**config.mk**
```make
export PLATFORM = sky130hd
export DESIGN_NAME = rr_mux_arb_flat
export DESIGN_NICKNAME = d
export VERILOG_FILES = /design/src/rtl/rr_mux_arb_if.sv /design/src/rtl/rr_mux_arb.sv /design/src/flat_wrapper.sv
export SDC_FILE = /design/constraint.sdc
export NUM_CORES = 1
export LEC_CHECK = 0
export BUFFER_PORTS_ARGS = -buffer_cell sky130_fd_sc_hd__buf_2
export CORE_MARGIN = 2
export CORE_UTILIZATION = 42
export DETAILED_ROUTE_END_ITERATION = 10
export PLACE_DENSITY = 0.79
export SYNTH_ARGS = -nofsm -noshare
export SYNTH_HDL_FRONTEND = slang
export SYNTH_SLANG_ARGS = --single-unit
```
**constraint.sdc**
```tcl
create_clock -name clk -period 2.3 [get_ports clk]
set_input_delay 0.23 -clock clk [delete_from_list [all_inputs] [get_ports clk]]
set_output_delay 0.23 -clock clk [all_outputs]
set_load 0.02 [all_outputs]
```
**src/rtl/rr_mux_arb_if.sv**
```systemverilog
`default_nettype none
// ============================================================================
// Module   : rr_mux_arb_if
// Brief    : N-channel valid/ready input bus and single registered output bus
// Revision : 1.0  initial release
// ============================================================================
interface rr_mux_arb_if #(
   parameter int WIDTH = 5,
   parameter int N     = 4,
   parameter int SELW  = (N > 1) ? $clog2(N) : 1
);
   logic [N*WIDTH-1:0] in_data;
   logic [N-1:0]       in_valid;
   logic [N-1:0]       in_ready;
   logic [WIDTH-1:0]   out_data;
   logic [SELW-1:0]    out_sel;
   logic               out_valid;
   logic               out_ready;

   modport master (
      output in_data, in_valid, out_ready,
      input  in_ready, out_data, out_sel, out_valid
   );

   modport slave (
      input  in_data, in_valid, out_ready,
      output in_ready, out_data, out_sel, out_valid
   );
endinterface
`default_nettype wire

```
**src/rtl/rr_mux_arb.sv**
```systemverilog
`default_nettype none
// ============================================================================
// Module   : rr_mux_arb
// Brief    : Round-robin N:1 arbiter/mux feeding a single-entry output register
// Revision : 1.0  initial release
// ============================================================================
module rr_mux_arb #(
   parameter int WIDTH = 5,
   parameter int N     = 4
) (
   input  wire logic     clk,
   input  wire logic     reset,
   rr_mux_arb_if.slave   bus
);
   localparam int c_selw = (N > 1) ? $clog2(N) : 1;

   logic [c_selw-1:0] r_ptr;
   logic [c_selw-1:0] r_sel;
   logic [WIDTH-1:0]  r_data;
   logic              r_valid;

   logic              w_free;
   logic              w_found;
   logic [c_selw-1:0] w_gnt;
   logic [c_selw:0]   w_k;
   logic [N-1:0]      w_ready;
   logic [WIDTH-1:0]  w_word;
   logic [c_selw-1:0] w_ptr_nxt;

   assign w_free = !r_valid || bus.out_ready;

   // Scan offsets from farthest to nearest so the channel closest to r_ptr wins.
   // The one-step modulo is enough because r_ptr < N keeps the sum below 2N.
   always_comb begin
      w_found = 1'b0;
      w_gnt   = '0;
      w_k     = '0;
      for (int i = N - 1; i >= 0; i--) begin
         w_k = {1'b0, r_ptr} + (c_selw + 1)'(i);
         if (w_k >= (c_selw + 1)'(N)) begin
            w_k = w_k - (c_selw + 1)'(N);
         end
         if (bus.in_valid[w_k[c_selw-1:0]]) begin
            w_found = 1'b1;
            w_gnt   = w_k[c_selw-1:0];
         end
      end
   end

   always_comb begin
      w_word = '0;
      for (int k = 0; k < N; k++) begin
         if (w_gnt == c_selw'(k)) begin
            w_word = bus.in_data[k*WIDTH +: WIDTH];
         end
      end
   end

   always_comb begin
      w_ready = '0;
      if (w_free && w_found && !reset) begin
         w_ready[w_gnt] = 1'b1;
      end
   end

   assign w_ptr_nxt = (w_gnt == c_selw'(N - 1)) ? '0 : w_gnt + c_selw'(1);

   always_ff @(posedge clk or posedge reset) begin
      if (reset) begin
         r_ptr   <= '0;
         r_sel   <= '0;
         r_data  <= '0;
         r_valid <= 1'b0;
      end else if (w_free) begin
         if (w_found) begin
            r_data  <= w_word;
            r_sel   <= w_gnt;
            r_valid <= 1'b1;
            r_ptr   <= w_ptr_nxt;
         end else begin
            r_valid <= 1'b0;
         end
      end
   end

   assign bus.in_ready  = w_ready;
   assign bus.out_data  = r_data;
   assign bus.out_sel   = r_sel;
   assign bus.out_valid = r_valid;
endmodule
`default_nettype wire

```
**src/flat_wrapper.sv**
```systemverilog
// flat-port wrapper written by rule: the top's interface ports become plain ports
module rr_mux_arb_flat 
#(
   parameter int WIDTH = 5,
   parameter int N     = 4
)
  (clk, reset, bus_in_data, bus_in_valid, bus_out_ready, bus_in_ready, bus_out_data, bus_out_sel, bus_out_valid);
  rr_mux_arb_if #(.WIDTH(WIDTH), .N(N)) bus_i ();
  input  wire logic clk;
  input  wire logic reset;
  input wire logic [$bits(bus_i.in_data)-1:0] bus_in_data;
  input wire logic [$bits(bus_i.in_valid)-1:0] bus_in_valid;
  input wire logic [$bits(bus_i.out_ready)-1:0] bus_out_ready;
  output wire logic [$bits(bus_i.in_ready)-1:0] bus_in_ready;
  output wire logic [$bits(bus_i.out_data)-1:0] bus_out_data;
  output wire logic [$bits(bus_i.out_sel)-1:0] bus_out_sel;
  output wire logic [$bits(bus_i.out_valid)-1:0] bus_out_valid;
  assign bus_i.in_data = bus_in_data;
  assign bus_i.in_valid = bus_in_valid;
  assign bus_i.out_ready = bus_out_ready;
  assign bus_in_ready = bus_i.in_ready;
  assign bus_out_data = bus_i.out_data;
  assign bus_out_sel = bus_i.out_sel;
  assign bus_out_valid = bus_i.out_valid;
  rr_mux_arb #(.WIDTH(WIDTH), .N(N)) u_core (.clk(clk), .reset(reset), .bus(bus_i));
endmodule
```
**Word-level counts from Yosys, hierarchy flattened**

Cells that the tools add are included.

- Output and inout port bits: 12
- Input bits: 27
- Register bits: 10

- Eq/ne operators: 3
- Reduce and logical (&&, ||, !) cells: 8
- $add $sub $neg: 8
- Multiplexer cells: 29
- Magnitude comparators: 10

Operators by type and width:

| kind | number |
|---|---|
| 5-bit 2-to-1 mux | 4 |
| 2-bit 2-to-1 mux | 9 |
| 2-bit by 3-bit < comparator with 1-bit output, second input constant | 5 |
| 1-bit 2-to-1 mux | 10 |
| 3-bit >= comparator, second input constant | 3 |
| 1-bit binary-select mux with 2-bit select | 4 |
| 2-bit by 1-bit subtractor with 2-bit output, second input constant | 4 |
| 2-bit by 2-bit adder with 3-bit output, second input constant | 2 |
| 2-bit equality test, second input constant | 2 |
| 4-bit 2-to-1 mux | 1 |
| 2-bit by 1-bit adder with 3-bit output, second input constant | 1 |
| 2-bit by 3-bit >= comparator with 1-bit output, second input constant | 1 |
| 1-bit logical AND | 3 |
| 2-bit by 1-bit adder with 2-bit output, second input constant | 1 |
| 1-bit demux with 2-bit select | 1 |
| 2-bit by 1-bit equality test with 1-bit output, second input constant | 1 |
| 2-bit by 1-bit >= comparator with 1-bit output, second input constant | 1 |
| 1-bit zero test | 2 |
| 2-bit zero test | 1 |
| 2-bit AND reduction | 1 |
| 1-bit logical OR | 1 |

**Depth between registers and ports, before layout**

- Depth in word-level cells: 14
- Depth in mapped cells: 9

**Least setup slack after synthesis**

No wires, ideal clock.

- Kind: reg-to-reg
- From: register u_core.r_ptr[0]
- To: register u_core.r_data[0] (netlist: u_core.bus.out_data[0])
- Period minus slack after synthesis: 2022 ps
- Setup slack: 278 ps
- Arrival: 1940 ps
- Path buffers: 0
- Stages on the path, launching flop included: 10
- Cell sequence: dfrtp_1 -> and2b_2 -> nor3b_2 -> o22ai_1 -> inv_1 -> ha_1 -> nor2b_2 -> a221oi_1 -> a211o_1 -> a31oi_1

- Longest elaborated chain between the ends: 14
- Elaborated cells between the ends (all ways): 40

Ends and longest elaborated chain:

| item | line | source |
|---|---|---|
| start, declared | rr_mux_arb.sv:17 | `logic [c_selw-1:0] r_ptr;` |
| start signal, assigned | rr_mux_arb.sv:79 | `r_ptr <= w_ptr_nxt;` |
| 2-bit by 2-bit adder with 3-bit output | rr_mux_arb.sv:39 | `w_k = {1'b0, r_ptr} + (c_selw + 1)'(i);` |
| 3-bit >= comparator or 2-bit by 1-bit subtractor with 2-bit output (tied branches) | rr_mux_arb.sv:40, rr_mux_arb.sv:41 |  |
| 2-bit 2-to-1 mux | rr_mux_arb.sv:40 | `if (w_k >= (c_selw + 1)'(N)) begin` |
| 1-bit binary-select mux with 2-bit select | rr_mux_arb.sv:43 | `if (bus.in_valid[w_k[c_selw-1:0]]) begin` |
| 1-bit 2-to-1 mux (implied by the code) | rr_mux_arb.sv:43 |  |
| 2-bit 2-to-1 mux (3 in a row) | rr_mux_arb.sv:43 |  |
| 2-bit 2-to-1 mux (*) | rr_mux_arb.sv:43 |  |
| via u_core.w_gnt[0] | rr_mux_arb.sv:24 | `logic [c_selw-1:0] w_gnt;` |
| 2-bit zero test | rr_mux_arb.sv:53 | `if (w_gnt == c_selw'(k)) begin` |
| 5-bit 2-to-1 mux (3 in a row) | rr_mux_arb.sv:53 |  |
| 5-bit 2-to-1 mux (*) | rr_mux_arb.sv:53 |  |
| end signal, assigned | rr_mux_arb.sv:76 | `r_data <= w_word;` |
| end, declared | rr_mux_arb.sv:19 | `logic [WIDTH-1:0] r_data;` |

The timed path passes the listed nets; every way through them passes the cells marked *. The select of a mux whose other input is x is not followed.
A chain may end at the register's enable or synchronous reset.

**Worst setup path after layout**

- From: register u_core.r_ptr[0]
- To: register u_core.r_data[1] (netlist: u_core.bus.out_data[1])

Same word-level chain as after synthesis.

==> metrics <==
crit end category register; register share of total power approximately 28%; largest net degree at the start of global routing 15; All-Layer GR Usage 19.2%; FP Rows 14; Cells after Synth 75; final net count 149; most frequent cell after synthesis inv_1; critical path class register to register; sequential area share after synthesis ~36%; worst path required time 2.49 ns; Worst Max-Slew Pin Slew between 0.4 and 0.5 ns; met1 usage between 20 and 30%; status finished clean; hold slack final 0.160 ns; die height 44.7 µm; final non-filler cell total 133; Tmin final 2.15 ns; post-route cell area between 900 and 1000 µm²; Worst slew margin a little over two thirds; Max Freq approximately 0.47 GHz; via count a little over 700; grt ovf 0; Final ANT Viol Nets 0; Worst VDD drop approximately 0.55 mV; crit-path max FO 5; DP Wirelength ~1400 µm; DR DRC count 0; Placed Cells about 130; unrepaired setup endpoints after global routing no; syn_area_per_cell 9.29 µm²; Leak 0.519 nW; Placer Congestion 0.763; grt met2 use 31.6%; Synth Warn # 0; Clk pwr share between 10 and 15%; drt pass-1 iters 4; Starting Density 45.7%; Post-CTS Setup Bufs 0; Pint 630 µW; first-pass GRT wire length 2790 µm; Setup violations, final 0; Layout area overhead 37.3%; CTS tree yes; max-slew violation total from the final report 0; dpl cell area 903 µm²; count of final hold-check violations 0; DR WL/cell ~13 µm; PwrDens 1140 nW/µm²; clock tree buffer depth 2; most frequent cells after synthesis inv_1 (11), dfrtp_1 (10), nor2_1 (6); CP Launch Type register; count of cell types in the netlist 27; CORE AREA 1520 µm²; maxcap violations 0; Sw Share 42.2%; worst-skew pair later-pin latency 0.27 ns; number of vias per cell 5.33; ant diodes 0; ys async rst share 100%; PortBufs 38; combinational group share of total power between 50% and 60%; net switching power around 460 µW; Fill cells 124; initial antenna violation count 0; drt total wl 1720 µm; CTS root buf clkbuf_4; Synth area leaders dfrtp_1 (36%), ha_1 (7.2%), a211o_1 (6.3%); path type of the worst min-delay path input pin to register; clock slew at reported path FFs 0.07 ns; EDFF count, synth 0; Setup Skew 0.00157 ns; Num CTS Buffers 3; Yosys top cell area share about 36%; layout cell share with drive strength beyond 1 46.2%; vias in the first global route approximately 680; synthesized flop and latch total 10; final core occ 62.8%; DIE WIDTH 44.7 µm; Tcrit/Tclk final 93.3%; largest area contributor in the netlist dfrtp_1; Synth Flop Type dfrtp_1; CTS Sinks 10; WP data arrival 2.33 ns; GRT met3 Usage 1.20%; GR peak layer met2; # IOs 39; TNS Setup 0 ns; H-tree depth 1; syn_nets 106; DR iter-0 viols 6; Die ar. 2000 µm²; Mapped Area between 600 and 700 µm²
==> layout by cell type (no fill, tap or decap), drive strengths merged, types with 2 or more instances in the layout <==
| master | n |
|---|---|
| clkbuf | 4 |
| a21oi | 2 |
| nor2b | 3 |
| a211o | 5 |
| nor2 | 6 |
| and3 | 4 |
| ha | 4 |
| a221oi | 5 |
| dfrtp | 10 |
| buf | 40 |
| nand2 | 5 |
| nor3b | 2 |
| inv | 11 |
| a31oi | 5 |
| mux2 | 3 |
==> per-layer routing <==
metal | up-vias | wire length, µm | share of wire, %
met3 | 2 | 67 | 3.9
met4 | 0 | 24 | 1.4
met5 | - | 0 | 0
li1 | 353 | - | -
met1 | 337 | 772 | 45
met2 | 17 | 857 | 50
==> state kept, by name (all words and copies together), names as in the netlist <==
register / cells
u_core.r_ptr: 2
u_core.bus.out_sel: 2
u_core.bus.out_valid: 1
u_core.bus.out_data: 5
==> kinds of logic (layout without fill, tap and decap cells) <==
group / count (synthesis) / in the layout / synth area share [%]
adders and majority gates: 4 / 4 / 7.18
buffers and inverters: 14 / 56 / 8.62
muxes: 4 / 4 / 6.82
and+or+nand+nor: 23 / 23 / 19.4
DFF: 10 / 10 / 35.9
AOI/OAI and AO/OA: 20 / 20 / 22.1
==> worst max-delay path, cell delays in order, from the launching register on <==
cell and delay, ns:
dfrtp_1 0.37, and2b_2 0.24, o32a_1 0.35, inv_1 0.11, ha_1 0.16, nor2b_2 0.24
a221oi_1 0.11, a211o_1 0.31, a31oi_1 0.18
==> path summary, 6_finish.rpt <==
| kind | start | endpoint | cells past startpoint | slack [ns] |
|---|---|---|---|---|
| max | u_core.r_ptr[0] | u_core.bus.out_data[1] | 8 | 0.15 |
| min | bus_out_ready | u_core.bus.out_valid | 2 | 0.16 |
| max reg2reg | u_core.r_ptr[0] | u_core.bus.out_data[1] | 8 | 0.15 |
| min reg2reg | u_core.bus.out_sel[1] | u_core.bus.out_sel[1] | 1 | 0.53 |
| max in group asynchronous | reset | u_core.bus.out_data[0] | 3 | 1.48 |
| min in group asynchronous | reset | u_core.bus.out_data[2] | 3 | 0.50 |
==> through the flow <==
stage / total power, mW / setup slack, ns
2_1_floorplan: 0.725 / 0.278
3_3_place_gp: 0.893 / 0.231
3_5_place_dp: 0.920 / 0.122
4_1_cts: 1.09 / 0.0373
5_1_grt: 1.16 / 0.0349
6_report: 1.09 / 0.154
==> what timing repair did <==
item                       CTS  global route
hold buffers                 1             0
resized for setup            0             3
hold endpoints to repair    10             0
setup endpoints to repair    0             4
==> power groups by stage <==
stage          logic (mW)  clock network (mW)  registers, mW
2_1_floorplan       0.346                   0          0.379
3_3_place_gp        0.588                   0          0.305
3_5_place_dp        0.611                   0          0.309
4_1_cts             0.614               0.166          0.307
5_1_grt             0.671               0.173          0.318
6_report            0.620               0.160          0.308
==> cell type report <==
type / instances / area [µm²] / area share, %
clock buffers: 4 / 36.3 / 3.79
inverters: 11 / 41.3 / 4.31
multi-input cells: 51 / 394 / 41.2
flip-flops and latches: 10 / 250 / 26.1
well taps: 16 / 20.0 / 2.09
repair buffers: 41 / 215 / 22.5
Note: power is estimated with default switching activity, not from simulation.
